`config.mk`:
```
export PLATFORM = sky130hd
export DESIGN_NAME = risc_exec_unit
export DESIGN_NICKNAME = d
export VERILOG_FILES = /design/src/rtl/risc_exec_pkg.sv /design/src/rtl/risc_exec_unit_divider.sv /design/src/rtl/risc_exec_unit.sv
export SDC_FILE = /design/constraint.sdc
export NUM_CORES = 1
export LEC_CHECK = 0
export CAP_MARGIN = 30
export CORE_MARGIN = 4
export CORE_UTILIZATION = 30
export CTS_BUF_LIST = sky130_fd_sc_hd__clkbuf_16
export DETAILED_ROUTE_END_ITERATION = 10
export MAX_ROUTING_LAYER = met4
export PLACE_DENSITY = 0.49
export SYNTH_ARGS = -nofsm -noshare
export SYNTH_HDL_FRONTEND = slang
export SYNTH_SLANG_ARGS = --single-unit
```
`constraint.sdc`:
```
create_clock -name clk -period 7.4 [get_ports clk]
set_clock_uncertainty 0.2 [all_clocks]
set_input_delay 1.48 -clock clk [delete_from_list [all_inputs] [get_ports clk]]
set_output_delay 1.48 -clock clk [all_outputs]
set_load 0.02 [all_outputs]
```
`src/rtl/risc_exec_pkg.sv`:
```
// Shared definitions for the RISC execution core: opcodes, FSM states and
// instruction-field decode usable at any register-address width.
package risc_exec_pkg;

    localparam logic [3:0] OP_ADD = 4'h0;
    localparam logic [3:0] OP_SUB = 4'h1;
    localparam logic [3:0] OP_MUL = 4'h2;
    localparam logic [3:0] OP_DIV = 4'h3;
    localparam logic [3:0] OP_AND = 4'h4;
    localparam logic [3:0] OP_OR  = 4'h5;
    localparam logic [3:0] OP_XOR = 4'h6;
    localparam logic [3:0] OP_NOT = 4'h7;
    localparam logic [3:0] OP_LDI = 4'h8;
    localparam logic [3:0] OP_REM = 4'h9;

    typedef enum logic [1:0] {
        ST_IDLE = 2'd0,
        ST_DIV  = 2'd1,
        ST_DONE = 2'd2
    } state_e;

    // Fields are held at their widest supported size; callers slice to REG_AW/DATA_W.
    typedef struct packed {
        logic [3:0]  op;
        logic [7:0]  rd;
        logic [7:0]  rs1;
        logic [7:0]  rs2;
        logic [31:0] imm;
    } instr_fields_t;

    function automatic instr_fields_t decode_instr(input logic [63:0] instr,
                                                   input int          instr_w,
                                                   input int          reg_aw);
        instr_fields_t f;
        logic [63:0]   fmask;
        logic [63:0]   imask;
        fmask = (64'd1 << reg_aw) - 64'd1;
        imask = (64'd1 << (instr_w - 4 - 2 * reg_aw)) - 64'd1;
        f.op  = 4'((instr >> (instr_w - 4)) & 64'hF);
        f.rd  = 8'((instr >> (instr_w - 4 - reg_aw)) & fmask);
        f.rs1 = 8'((instr >> (instr_w - 4 - 2 * reg_aw)) & fmask);
        f.rs2 = 8'((instr >> (instr_w - 4 - 3 * reg_aw)) & fmask);
        f.imm = 32'(instr & imask);
        return f;
    endfunction

endpackage

```
`src/rtl/risc_exec_unit_divider.sv`:
```
// Restoring sequential divider: one quotient bit per cycle, W iterations total.
// The first iteration is folded into the start cycle so results settle W edges after start.
module risc_seq_divider #(
    parameter int W = 16
) (
    input  logic         clk,
    input  logic         reset_n,
    input  logic         start,
    input  logic [W-1:0] dividend,
    input  logic [W-1:0] divisor,
    output logic         busy,
    output logic         done,
    output logic [W-1:0] quotient,
    output logic [W-1:0] remainder
);
    localparam int CW = $clog2(W + 1);

    logic [W-1:0]  rem_q, rem_d, quo_q, quo_d, dvs_q, dvs_d;
    logic [CW-1:0] cnt_q, cnt_d;
    logic          busy_q, busy_d, done_q, done_d;
    logic [W-1:0]  rem_in, quo_in, dvs_in, step_rem, step_quo;
    logic [W:0]    trial;

    always_comb begin
        rem_in   = start ? '0 : rem_q;
        quo_in   = start ? dividend : quo_q;
        dvs_in   = start ? divisor : dvs_q;
        trial    = {rem_in, quo_in[W-1]} - {1'b0, dvs_in};
        // A negative trial restores the shifted partial remainder.
        step_rem = trial[W] ? {rem_in[W-2:0], quo_in[W-1]} : trial[W-1:0];
        step_quo = {quo_in[W-2:0], ~trial[W]};

        rem_d  = rem_q;
        quo_d  = quo_q;
        dvs_d  = dvs_q;
        cnt_d  = cnt_q;
        busy_d = busy_q;
        done_d = 1'b0;
        if (start) begin
            rem_d  = step_rem;
            quo_d  = step_quo;
            dvs_d  = divisor;
            cnt_d  = CW'(W - 1);
            busy_d = 1'b1;
        end else if (busy_q) begin
            rem_d = step_rem;
            quo_d = step_quo;
            cnt_d = cnt_q - CW'(1);
            if (cnt_q == CW'(1)) begin
                busy_d = 1'b0;
                done_d = 1'b1;
            end
        end
    end

    always_ff @(posedge clk or negedge reset_n) begin
        if (!reset_n) begin
            rem_q  <= '0;
            quo_q  <= '0;
            dvs_q  <= '0;
            cnt_q  <= '0;
            busy_q <= 1'b0;
            done_q <= 1'b0;
        end else begin
            rem_q  <= rem_d;
            quo_q  <= quo_d;
            dvs_q  <= dvs_d;
            cnt_q  <= cnt_d;
            busy_q <= busy_d;
            done_q <= done_d;
        end
    end

    assign busy      = busy_q;
    assign done      = done_q;
    assign quotient  = quo_q;
    assign remainder = rem_q;

endmodule

```
`src/rtl/risc_exec_unit.sv`:
```
// Parametrised RISC execution core: register file, single-cycle ALU and a sequenced divider.
// Optional hardware multiplier enabled by defining RISC_EXEC_HW_MUL_EN.
module risc_exec_unit
    import risc_exec_pkg::*;
#(
    parameter int DATA_W   = 16,
    parameter int NUM_REGS = 4,
    parameter int INSTR_W  = 16
) (
    input  logic               clk,
    input  logic               reset_n,
    input  logic [INSTR_W-1:0] instr,
    input  logic               instr_valid,
    output logic               instr_ready,
    output logic [DATA_W-1:0]  result,
    output logic               result_valid,
    output logic               zero_flag,
    output logic               carry_flag,
    output logic               div_done_flag,
    output logic               div_zero_flag,
    output logic               illegal_flag
);
    localparam int REG_AW = $clog2(NUM_REGS);

    state_e                          state_q, state_d;
    logic [NUM_REGS-1:0][DATA_W-1:0] rf_q, rf_d;
    logic [DATA_W-1:0]               result_q, result_d;
    logic                            result_valid_q, result_valid_d;
    logic                            zero_q, zero_d, carry_q, carry_d;
    logic                            div_done_q, div_done_d, div_zero_q, div_zero_d;
    logic                            illegal_q, illegal_d;
    logic [REG_AW-1:0]               rd_pend_q, rd_pend_d;
    logic                            rem_sel_q, rem_sel_d;

    instr_fields_t     fields;
    logic [3:0]        op;
    logic [REG_AW-1:0] rd, rs1, rs2, wr_rd;
    logic [DATA_W-1:0] a, b, imm_ext, wr_val, quo, rem;
    logic              wr, wr_carry, div_start, div_busy, div_fin;
    logic              unused_sig;

    assign fields     = decode_instr(64'(instr), INSTR_W, REG_AW);
    assign op         = fields.op;
    assign rd         = fields.rd[REG_AW-1:0];
    assign rs1        = fields.rs1[REG_AW-1:0];
    assign rs2        = fields.rs2[REG_AW-1:0];
    assign imm_ext    = DATA_W'(fields.imm);
    assign a          = rf_q[rs1];
    assign b          = rf_q[rs2];
    assign unused_sig = ^{fields, div_busy};

`ifdef RISC_EXEC_HW_MUL_EN
    logic [2*DATA_W-1:0] product;
    assign product = {{DATA_W{1'b0}}, a} * {{DATA_W{1'b0}}, b};
`endif

    risc_seq_divider #(.W(DATA_W)) u_div (
        .clk       (clk),
        .reset_n   (reset_n),
        .start     (div_start),
        .dividend  (a),
        .divisor   (b),
        .busy      (div_busy),
        .done      (div_fin),
        .quotient  (quo),
        .remainder (rem)
    );

    always_comb begin
        state_d        = state_q;
        rf_d           = rf_q;
        result_d       = result_q;
        result_valid_d = 1'b0;
        zero_d         = zero_q;
        carry_d        = carry_q;
        div_done_d     = div_done_q;
        div_zero_d     = div_zero_q;
        illegal_d      = illegal_q;
        rd_pend_d      = rd_pend_q;
        rem_sel_d      = rem_sel_q;
        div_start      = 1'b0;
        wr             = 1'b0;
        wr_rd          = rd;
        wr_val         = '0;
        wr_carry       = 1'b0;

        case (state_q)
            ST_IDLE: begin
                if (instr_valid) begin
                    div_done_d = 1'b0;
                    div_zero_d = 1'b0;
                    illegal_d  = 1'b0;
                    case (op)
                        OP_ADD: begin
                            wr = 1'b1;
                            {wr_carry, wr_val} = {1'b0, a} + {1'b0, b};
                        end
                        OP_SUB: begin
                            wr       = 1'b1;
                            wr_val   = a - b;
                            wr_carry = (a < b);
                        end
`ifdef RISC_EXEC_HW_MUL_EN
                        OP_MUL: begin
                            wr       = 1'b1;
                            wr_val   = product[DATA_W-1:0];
                            wr_carry = |product[2*DATA_W-1:DATA_W];
                        end
`endif
                        OP_DIV, OP_REM: begin
                            // Divide-by-zero completes at once without touching the divider.
                            if (b == '0) begin
                                wr         = 1'b1;
                                wr_val     = (op == OP_DIV) ? '1 : a;
                                div_zero_d = 1'b1;
                                div_done_d = 1'b1;
                            end else begin
                                div_start = 1'b1;
                                rd_pend_d = rd;
                                rem_sel_d = (op == OP_REM);
                                state_d   = ST_DIV;
                            end
                        end
                        OP_AND: begin wr = 1'b1; wr_val = a & b;   end
                        OP_OR:  begin wr = 1'b1; wr_val = a | b;   end
                        OP_XOR: begin wr = 1'b1; wr_val = a ^ b;   end
                        OP_NOT: begin wr = 1'b1; wr_val = ~a;      end
                        OP_LDI: begin wr = 1'b1; wr_val = imm_ext; end
                        default: begin
                            illegal_d      = 1'b1;
                            result_valid_d = 1'b1;
                        end
                    endcase
                end
            end
            ST_DIV: begin
                if (div_fin) state_d = ST_DONE;
            end
            ST_DONE: begin
                wr         = 1'b1;
                wr_rd      = rd_pend_q;
                wr_val     = rem_sel_q ? rem : quo;
                div_done_d = 1'b1;
                state_d    = ST_IDLE;
            end
            default: state_d = ST_IDLE;
        endcase

        if (wr) begin
            rf_d[wr_rd]    = wr_val;
            result_d       = wr_val;
            zero_d         = (wr_val == '0);
            carry_d        = wr_carry;
            result_valid_d = 1'b1;
        end
    end

    always_ff @(posedge clk or negedge reset_n) begin
        if (!reset_n) begin
            state_q        <= ST_IDLE;
            rf_q           <= '0;
            result_q       <= '0;
            result_valid_q <= 1'b0;
            zero_q         <= 1'b0;
            carry_q        <= 1'b0;
            div_done_q     <= 1'b0;
            div_zero_q     <= 1'b0;
            illegal_q      <= 1'b0;
            rd_pend_q      <= '0;
            rem_sel_q      <= 1'b0;
        end else begin
            state_q        <= state_d;
            rf_q           <= rf_d;
            result_q       <= result_d;
            result_valid_q <= result_valid_d;
            zero_q         <= zero_d;
            carry_q        <= carry_d;
            div_done_q     <= div_done_d;
            div_zero_q     <= div_zero_d;
            illegal_q      <= illegal_d;
            rd_pend_q      <= rd_pend_d;
            rem_sel_q      <= rem_sel_d;
        end
    end

    assign instr_ready   = (state_q == ST_IDLE);
    assign result        = result_q;
    assign result_valid  = result_valid_q;
    assign zero_flag     = zero_q;
    assign carry_flag    = carry_q;
    assign div_done_flag = div_done_q;
    assign div_zero_flag = div_zero_q;
    assign illegal_flag  = illegal_q;

endmodule

```
Word level (Yosys, flattened, before mapping). Index checks and enable logic that the tools add are counted.

Logic and storage cells: 117. Output and inout bits: 23. Register bits after elaboration: 146.

Muxes and demuxes: 53. Reductions and logical operators: 14. Bitwise gates (word level): 6. Magnitude comparators: 5. Equal/unequal tests: 15. Add/sub/neg operators: 4.

Operator list (count): 2-to-1 mux 16 bit (15); one-hot mux 16 bit (8 select lines) (1); binary-select mux 16 bit (select 2 bit) (2); bitwise mux 64 bit (1); demux 16 bit (select 2 bit) (1); logical NOT 16 bit (2); one-hot mux 16 bit (2 select lines) (1); 2-to-1 mux 1 bit (20); adder 16 x 16 -> 17 bit (1); subtractor 17 x 16 -> 17 bit (1); AND 16 bit (1); == test 4 x 3 -> 1 bit, second input constant (4); less-than comparator 16 bit (1); NOT 16 bit (1); bitwise OR 16 bit (1); subtractor 16 bit (1); XOR 16 bit (1); 2-to-1 mux 2 bit (5); 2-to-1 mux 5 bit (2); less-than comparator 2 x 3 -> 1 bit, second input constant (3); OR reduction 9 bit (1); == test 4 bit, second input constant (2); one-hot mux 1 bit (2 select lines) (4); AND reduction 4 bit (2); other kinds (18) (23).

Longest topological paths before layout. Gate-level depths: netlist (run 1).

Depth in word-level cells: 12. Mapped depth: 25.

By module. Synthesis (run 1) repeated with hierarchy kept, for this count alone.

Cells, all modules: 1168. Area, all modules: 10996.8 um^2.

Modules (own cells, without submodules): risc_exec_unit (area each 7661.1 um^2, times used 1, cells an instance 825); risc_seq_divider (area each 3335.7 um^2, times used 1, cells an instance 343).

Worst setup path before layout (run 1). No wires, ideal clock.

Kind: input to register. Start: in instr[7]. End: reg u_div.rem_q[12] (netlist: u_div.remainder[12]). Required time: 7.112 ns. Path buffers: 7. Path slack: 0.566 ns. Data arrival time: 6.546 ns. Stages on the path: 24. Setup time: 0.088 ns. Cell sequence: clkbuf_1 clkbuf_1 mux4_1 nor4_2 nand4_1 buf_2 nand2_1 or2_1 clkbuf_1 clkbuf_1 clkbuf_1 o21ai_1 ha_1 fa_1 nand2b_1 a21oi_1 o211a_1 o21ai_1 and2_1 o211a_1 nor3_1 clkbuf_1 o21ai_0 a41oi_1.

Cells in the longest elaborated chain, start to end: 12. Elaborated cells between the ends (all ways): 15. Classes of those cells: add/sub: 1; mux: 12; reduce/logical: 2.

Ends and longest elaborated chain: start: declaration (line risc_exec_unit.sv:12) `input logic [INSTR_W-1:0] instr,`; binary-select mux 16 bit (select 2 bit) (*) (line risc_exec_unit.sv:49) `assign b = rf_q[rs2];`; 2-to-1 mux 16 bit (implied by the code) (*) (line risc_exec_unit.sv:49); logical NOT 16 bit (line risc_exec_unit.sv:112) `if (b == '0) begin`; 2-to-1 mux 1 bit (line risc_exec_unit.sv:112); 2-to-1 mux 1 bit (line risc_exec_unit.sv:93) `case (op)`; 2-to-1 mux 1 bit (line risc_exec_unit.sv:89) `if (instr_valid) begin`; 2-to-1 mux 1 bit (line risc_exec_unit.sv:87) `case (state_q)`; 2-to-1 mux 16 bit (on tied branches) (line risc_exec_unit_divider.sv:26, risc_exec_unit_divider.sv:25, risc_exec_unit_divider.sv:27); subtractor 17 x 16 -> 17 bit (line risc_exec_unit_divider.sv:28) `trial = {rem_in, quo_in[W-1]} - {1'b0, dvs_in};`; 2-to-1 mux 16 bit (line risc_exec_unit_divider.sv:30) `step_rem = trial[W] ? {rem_in[W-2:0], quo_in[W-1]} : trial[W-1:0];`; 2-to-1 mux 16 bit (line risc_exec_unit_divider.sv:45) `end else if (busy_q) begin`; 2-to-1 mux 16 bit (line risc_exec_unit_divider.sv:39) `if (start) begin`; end signal: assignment (line risc_exec_unit_divider.sv:65) `rem_q <= rem_d;`; end: declaration (line risc_exec_unit_divider.sv:18) `logic [W-1:0] rem_q, rem_d, quo_q, quo_d, dvs_q, dvs_d;`.

Every way passes the cells marked *; elsewhere a longest branch is shown, timed or not. The select of a mux whose other input is x is not followed. A chain may end at the register's enable or synchronous reset.

Worst setup path after layout (run 1).
Start: in instr[6]. End: reg u_div.rem_q[1] (netlist: u_div.remainder[1]).

Same word-level chain as after synthesis.

==> impl_metrics.py, run 1 <==
metrics = {
    "layout": {
        "drive_gt1_share_pct": 10.2,
        "final_cell_mix": "nor2_1 (154), dfrtp_1 (146), nand2_1 (120), a21oi_1 (99), inv_1 (77)",
        "final_cells": 1752,
        "finalNetCount": 1368,
        "syn_to_final_growth_pct": 15.2,
        "mostFrequentLayoutCell": "nor2_1",
    },
    "timing": {
        "tightestPinTransition_ns": 1.04,
        "max_freq_mhz": 146,
        "finalSetupTns_ns": 0,
        "period_share_pct": 92.4,
        "setup_viol": 0,
        "hold_viol": 0,
        "slew_headroom_pct": 30.2,
        "holdWs_ns": 0.273,
        "finalCriticalPeriod_ns": 6.83,
        "slew_violations": 0,
        "rsz0062_at_grt": "false",
    },
    "logic_synthesis": {
        "synthArstFlopShare_pct": 100,
        "ys.flop_type": "dfrtp_1",
        "ys_seq_area_share_pct": 33.3,
        "synth_cells": 1249,
        "netlist.top_cell.by_area": "dfrtp_1",
        "synth.area.top_cells": "dfrtp_1 (33%), ha_1 (7.6%), nor2_1 (5.3%)",
        "avgSynthCellArea_um2": 8.78,
        "synth_edf_count": 0,
        "yosysUniqueCellTypes": 81,
        "yosysWarnings": 0,
        "syn-cell-area_um2": 11000,
        "netlist.area_leader.share_pct": 33.3,
        "synth.net_count": 1338,
        "synth-seq-cells": 146,
    },
    "grt": {
        "grt_usage_pct": 20.5,
        "grt_antenna_before_repair": 0,
        "grt_pass1_vias": 9477,
        "grt_max_degree": 89,
        "grt_first_pass_wirelength_mm": 59.8,
        "grt_overflow_total": 0,
    },
    "worst_setup_path": {
        "crit_path_end_kind": "flop",
        "cp_max_fo": 17,
        "crit_required_ns": 7.57,
        "reg2reg_from": "rf_q[31]$_DFFE_PN0P_",
        "startpoint": "instr[6]",
        "worstSetupStartpointType": "input port",
        "crit_type": "in -> reg",
        "arrival_ns": 7.01,
    },
    "floorplan": {
        "die_width_um": 199,
        "die_h_um": 199,
        "initial_core_util_pct": 30.6,
        "core_um2": 35800,
        "placementRows": 69,
        "io_pins": 42,
        "die-area_um2": 39700,
    },
    "drt": {
        "ant_nets": 0,
        "via_per_inst": 5.72,
        "drt_pre_antenna_iters": 6,
        "drc_errors": 0,
        "routed-via-count": 10000,
        "drtIter0Drc": 1043,
        "drt-total-wl_mm": 39.2,
        "wl_per_cell_um": 22.4,
    },
    "worst_hold_path": {
        "min-delay-path-class": "reg -> reg",
        "min_from": "result[6]$_DFFE_PN0P_",
    },
    "clock_tree": {
        "cts_setup_buffers": 0,
        "cts.path.max_buffers": 2,
        "ctsResizeCount": 0,
        "cts_tree": "yes",
        "cts_made_buffers": 17,
        "clockRootBuffer": "clkbuf_16",
        "cts_htree_levels": 4,
        "clk_pin_slew_worst_paths_ns": 0.06,
        "cts_sinks": 146,
        "hold_buffers": 0,
        "clock_latency_ns": 0.44,
    },
    "pwr": {
        "seqPwrFrac_pct": 26.6,
        "clock_power_share_pct": 17.8,
        "power_switching_share_pct": 45.2,
        "ir_drop_uv": 215,
        "p_comb_share_pct": 55.6,
        "p_per_area_nw_per_um2": 382,
        "leakagePower_nw": 5.64,
        "switching_power_mw": 2.18,
        "internal-power_mw": 2.65,
    },
    "place": {
        "port_buffers": 41,
        "dp.cells": 1721,
        "dp_hpwl_mm": 29.2,
        "gp_congestion": 0.957,
    },
    "outcome": {
        "status": "completed",
    },
    "flow_run": {
        "maxCapViolCount": 0,
    },
}
[worst paths after layout]
| path | to | slack (ns) | cells after the start |
|---|---|---|---|
| setup reg to reg | u_div.remainder[1]$_DFFE_PN0P_ | 1.95 | 18 |
| hold / removal | result[6]$_DFFE_PN0P_ | 0.27 | 2 |
| min in group asynchronous | u_div.cnt_q[3]$_DFFE_PN0P_ | 0.90 | 1 |
| hold reg to reg | result[6]$_DFFE_PN0P_ | 0.27 | 2 |
| setup / recovery | u_div.remainder[1]$_DFFE_PN0P_ | 0.57 | 20 |
| max in group asynchronous | rf_q[43]$_DFFE_PN0P_ | 4.69 | 2 |
[state kept, by name (all words and copies together), names as in the netlist, 2 cells and up]
signal and cells:
rf_q 64, u_div.dvs_q 16, u_div.remainder 16, result 16
u_div.cnt_q 5, state_q 2, rd_pend_q 2, u_div.quotient 16
[power by group through the flow]
stage	clock network [mW]	registers [mW]	logic, mW
floorplan	0	1.26	1.81
global placement	0	1.29	2.65
detailed placement	0	1.29	2.65
CTS	0.880	1.28	2.66
global route	0.914	1.32	2.94
finish	0.860	1.28	2.68
[per-layer routing]
metal | routed length, µm | part of all wire (%) | up-vias | GRT usage [%]
met3 | 2850 | 7.3 | 65 | 3.61
met2 | 17200 | 44 | 430 | 29.7
met4 | 1230 | 3.1 | 0 | 7.19
met1 | 17900 | 46 | 4949 | 28.9
met5 | 0 | 0 | - | -
li1 | - | - | 4586 | -
[worst max-delay path, cell delays in order]
cell             delay, ns
clkdlybuf4s50_1       0.51
buf_12                0.19
mux4_1                0.59
nor4_1                0.40
nand4_1               0.26
nand2_1               0.20
or2_2                 0.30
nor2_1                0.07
a21oi_1               0.17
inv_1                 0.10
fa_1                  0.46
nand2b_1              0.18
a21oi_1               0.32
o211a_1               0.25
o21ai_1               0.10
and2_1                0.20
o211ai_1              0.22
nand3_1               0.46
a211oi_1              0.38
a221o_1               0.14
[final cells by class]
| type | count | area (µm²) |
|---|---|---|
| diodes | 1 | 2.50 |
| clock buffers | 17 | 425 |
| clock inverters | 13 | 136 |
| fillers | 3662 | 23200 |
| inverters | 79 | 297 |
| multi-input cells | 943 | 6720 |
| flip-flops and latches | 146 | 3650 |
| well taps | 461 | 577 |
| repair buffers | 92 | 832 |
[per-stage QoR]
step	utilization (%)	setup WS (ns)	instance area, µm²	total power [mW]
global placement	33.7	0.212	12100	3.94
floorplan	-	0.566	11000	3.08
detailed placement	33.7	0.117	12100	3.94
CTS	35.3	0.556	12600	4.83
global route	35.3	0.180	12600	5.18
finish	35.3	0.565	12600	4.83
[kinds of logic (layout without fill, tap and decap cells)]
| group | Yosys count | after routing | share of synthesized area, % |
|---|---|---|---|
| XOR/XNOR | 18 | 18 | 1.44 |
| AND/OR/NAND/NOR | 440 | 440 | 19.1 |
| buffers and inverters | 160 | 201 | 5.80 |
| multiplexers | 93 | 93 | 12.9 |
| flip-flops | 146 | 146 | 33.3 |
| adder cells (fa/ha/maj) | 70 | 70 | 8.19 |
| AO/OA/AOI/OAI | 322 | 322 | 19.3 |
| other | 0 | 1 | 0 |
[cell usage after synthesis, drive strengths merged (16+ instances only)]
| master | instances |
|---|---|
| inv | 77 |
| a21o | 16 |
| mux2i | 43 |
| mux2 | 16 |
| nand2 | 120 |
| ha | 67 |
| o21ai | 59 |
| a21oi | 99 |
| mux4 | 34 |
| nor3 | 28 |
| clkbuf | 73 |
| nor2 | 154 |
| dfrtp | 146 |
| nand3 | 22 |
| and2 | 22 |
| a31oi | 17 |
Note: power is estimated with default switching activity, not from simulation.
==> inputs of run 2 (changes only) <==
--- a/config.mk
+++ b/config.mk
@@ -6,7 +6,7 @@
 export NUM_CORES = 1
 export LEC_CHECK = 0
 export CAP_MARGIN = 30
-export CORE_MARGIN = 4
+export CORE_MARGIN = 2
 export CORE_UTILIZATION = 30
 export CTS_BUF_LIST = sky130_fd_sc_hd__clkbuf_16
 export DETAILED_ROUTE_END_ITERATION = 10
==> constraint.sdc (replaced) <==
create_clock -name clk -period 8.03 [get_ports clk]
set_clock_uncertainty 0.2 [all_clocks]
set_input_delay 1.606 -clock clk [delete_from_list [all_inputs] [get_ports clk]]
set_output_delay 1.606 -clock clk [all_outputs]
set_load 0.02 [all_outputs]
==> impl_metrics.py, run 2 (same netlist as run 1, synthesis figures left out) <==
metrics = {
    "outcome": {
        "status": "completed",
    },
    "floorplan": {
        "core_um2": 36300,
        "io_pins": 42,
        "die_width_um": 195,
        "die_h_um": 195,
        "placementRows": 70,
        "initial_core_util_pct": 30.2,
        "die-area_um2": 38100,
    },
    "worst_setup_path": {
        "max_stage_delay_ns": 0.73,
        "timing.rr.end": "u_div.remainder[1]$_DFFE_PN0P_",
        "crit_path_top_delay_cell": "clkdlybuf4s50_1",
        "reg2reg_from": "rf_q[47]$_DFFE_PN0P_",
        "crit_path_end_kind": "flop",
        "crit_type": "in -> reg",
        "worstSetupStartpointType": "input port",
        "crit_top_cell": "a21oi_1",
        "rrSetupSlack_ns": 2.22,
        "cp_cell_sequence": "clkdlybuf4s50_1 > buf_4 > mux4_1 > nor4_2 > nand4_1 > nand2_1 > or2_2 > buf_4 > nor2_1 > a21oi_1 > ha_1 > nand2b_1 > a21oi_1 > o211a_1 > o21ai_1 > and2_1 > o211ai_1 > a21oi_1 > nor2_1 > a221o_1",
        "r2r_cells": 18,
        "crit_buf_inv": 3,
        "cpLargestDelayFamily": "compound AO/OA/AOI/OAI gates",
        "cp_max_fo": 24,
        "crit_required_ns": 8.15,
        "arrival_ns": 7.61,
    },
    "layout": {
        "n_antenna_cell": 0,
        "post-route-util_pct": 34.9,
        "final_cell_mix": "nor2_1 (154), dfrtp_1 (146), nand2_1 (120), a21oi_1 (99), inv_1 (78)",
        "syn_to_final_growth_pct": 15.5,
        "largest_reg_flops": 64,
        "finalNetCount": 1361,
        "mostFrequentLayoutCell": "nor2_1",
        "drive_gt1_share_pct": 9.65,
        "top_register": "rf_q",
    },
    "clock_tree": {
        "cts_sinks": 146,
        "clockRootBuffer": "clkbuf_16",
        "clk_pin_slew_worst_paths_ns": 0.07,
        "clock_latency_ns": 0.45,
        "cts_tree": "yes",
        "cts_setup_buffers": 0,
        "cts.path.max_buffers": 2,
        "cts_htree_levels": 4,
        "hold_buffers": 0,
        "cts_made_buffers": 17,
        "ctsResizeCount": 0,
    },
    "pwr": {
        "power_mw": 4.51,
        "seqPwrFrac_pct": 26.5,
        "switching_power_mw": 2.00,
        "leakagePower_nw": 5.65,
        "ir_drop_uv": 173,
        "p_comb_share_pct": 53.5,
        "p_per_area_nw_per_um2": 356,
        "internal-power_mw": 2.51,
        "clock_power_share_pct": 20.0,
        "power_switching_share_pct": 44.4,
    },
    "timing": {
        "period_share_pct": 93.3,
        "rsz0062_at_grt": "false",
        "finalCriticalPeriod_ns": 7.49,
        "hold_viol": 0,
        "setup_viol": 0,
        "tightestPinTransition_ns": 0.918,
        "slew_headroom_pct": 38.8,
        "slew_violations": 0,
        "finalSetupTns_ns": 0,
        "fin_ws_ns": 0.539,
        "max_freq_mhz": 133,
    },
    "drt": {
        "drc_errors": 0,
        "drt_pre_antenna_iters": 5,
        "drt-total-wl_mm": 39.1,
        "routed-via-count": 9871,
        "via_per_inst": 5.63,
        "wl_per_cell_um": 22.3,
        "drtIter0Drc": 968,
        "ant_nets": 0,
    },
    "flow_run": {
        "maxCapViolCount": 0,
    },
    "place": {
        "place_ws_ns": 0.0689,
        "dp_hpwl_mm": 29.3,
        "port_buffers": 41,
        "gp_congestion": 0.977,
    },
    "grt": {
        "grt_max_degree": 90,
        "grt_usage_pct": 21.5,
        "grt_antenna_before_repair": 0,
        "grt_overflow_total": 0,
        "grt_pass1_vias": 9544,
        "grt_first_pass_wirelength_mm": 59.9,
    },
    "worst_hold_path": {
        "holdPathStages": 1,
        "worstHoldEndpoint": "state_q[0]$_DFFE_PN0P_",
        "min-delay-path-class": "reg -> reg",
        "min_from": "u_div.done$_DFF_PN0_",
    },
}
## run 2: changes by cell type in the layout (fill, tap and decap cells not counted), sizes merged
| cell | change |
|---|---|
| diode | -1 |
| clkinvlp | -2 |
| bufinv | +3 |
| clkinv | -3 |
| buf | -7 |
| inv | +4 |
## run 2: layout make-up
class	instances	area (µm²)
clock buffer	17	425
fill	3737	23700
timing repair buffer	85	769
inverter	79	297
clock inverter	15	226
sequential	146	3650
tap	468	586
multi-input combinational	943	6710
## run 2: metal layers
layer  vias up  wire length (µm)  global-route usage (%)
li1       4568                 -                       -
met4         0              1230                    7.69
met5         -                 0                       -
met1      4855             18600                    29.9
met2       386             16900                    31.7
met3        62              2360                    3.23
## run 2: metrics by stage
| step | instance area [µm²] | hold slack (ns) | std cells |
|---|---|---|---|
| finish | 12700 | 0.259 | 1753 |
| global route | 12700 | 0.281 | 1753 |
| CTS | 12600 | 0.265 | 1751 |
| detailed placement | 12000 | 0.259 | 1719 |
| global placement | 12000 | 0.256 | 1719 |
| floorplan | 11000 | 0.236 | 1249 |
## run 2: worst max-delay path by stage
stage              from                              end  slack (ns)  depth (start not counted)
2_1_floorplan  instr[7]  u_div.remainder[12]$_DFFE_PN0P_        1.07                         24
3_3_place_gp   instr[6]   u_div.remainder[1]$_DFFE_PN0P_        0.15                         20
3_5_place_dp   instr[6]   u_div.remainder[1]$_DFFE_PN0P_        0.07                         20
4_1_cts        instr[6]   u_div.remainder[1]$_DFFE_PN0P_        0.51                         20
5_1_grt        instr[6]   u_div.remainder[1]$_DFFE_PN0P_        0.04                         20
6_report       instr[6]   u_div.remainder[1]$_DFFE_PN0P_        0.54                         20
## run 2: power groups by stage
stage                     Sequential (mW)  Clock (mW)  Combinational [mW]
after CTS                            1.19       0.924                2.39
after detailed placement             1.20           0                2.38
after global routing                 1.22       0.953                2.66
final                                1.19       0.901                2.41
after global placement               1.20           0                2.38
after floorplan                      1.16           0                1.67
## run 2: worst reg2reg max path: cells and delay by family, from the launching register on
family,cells,cell delay [ns]
AO/OA/AOI/OAI,7,2.00
AND/OR/NAND/NOR,8,1.92
multiplexers,1,0.58
flip-flops,1,0.42
adder cells (fa/ha/maj),1,0.30
buffers and inverters,1,0.26
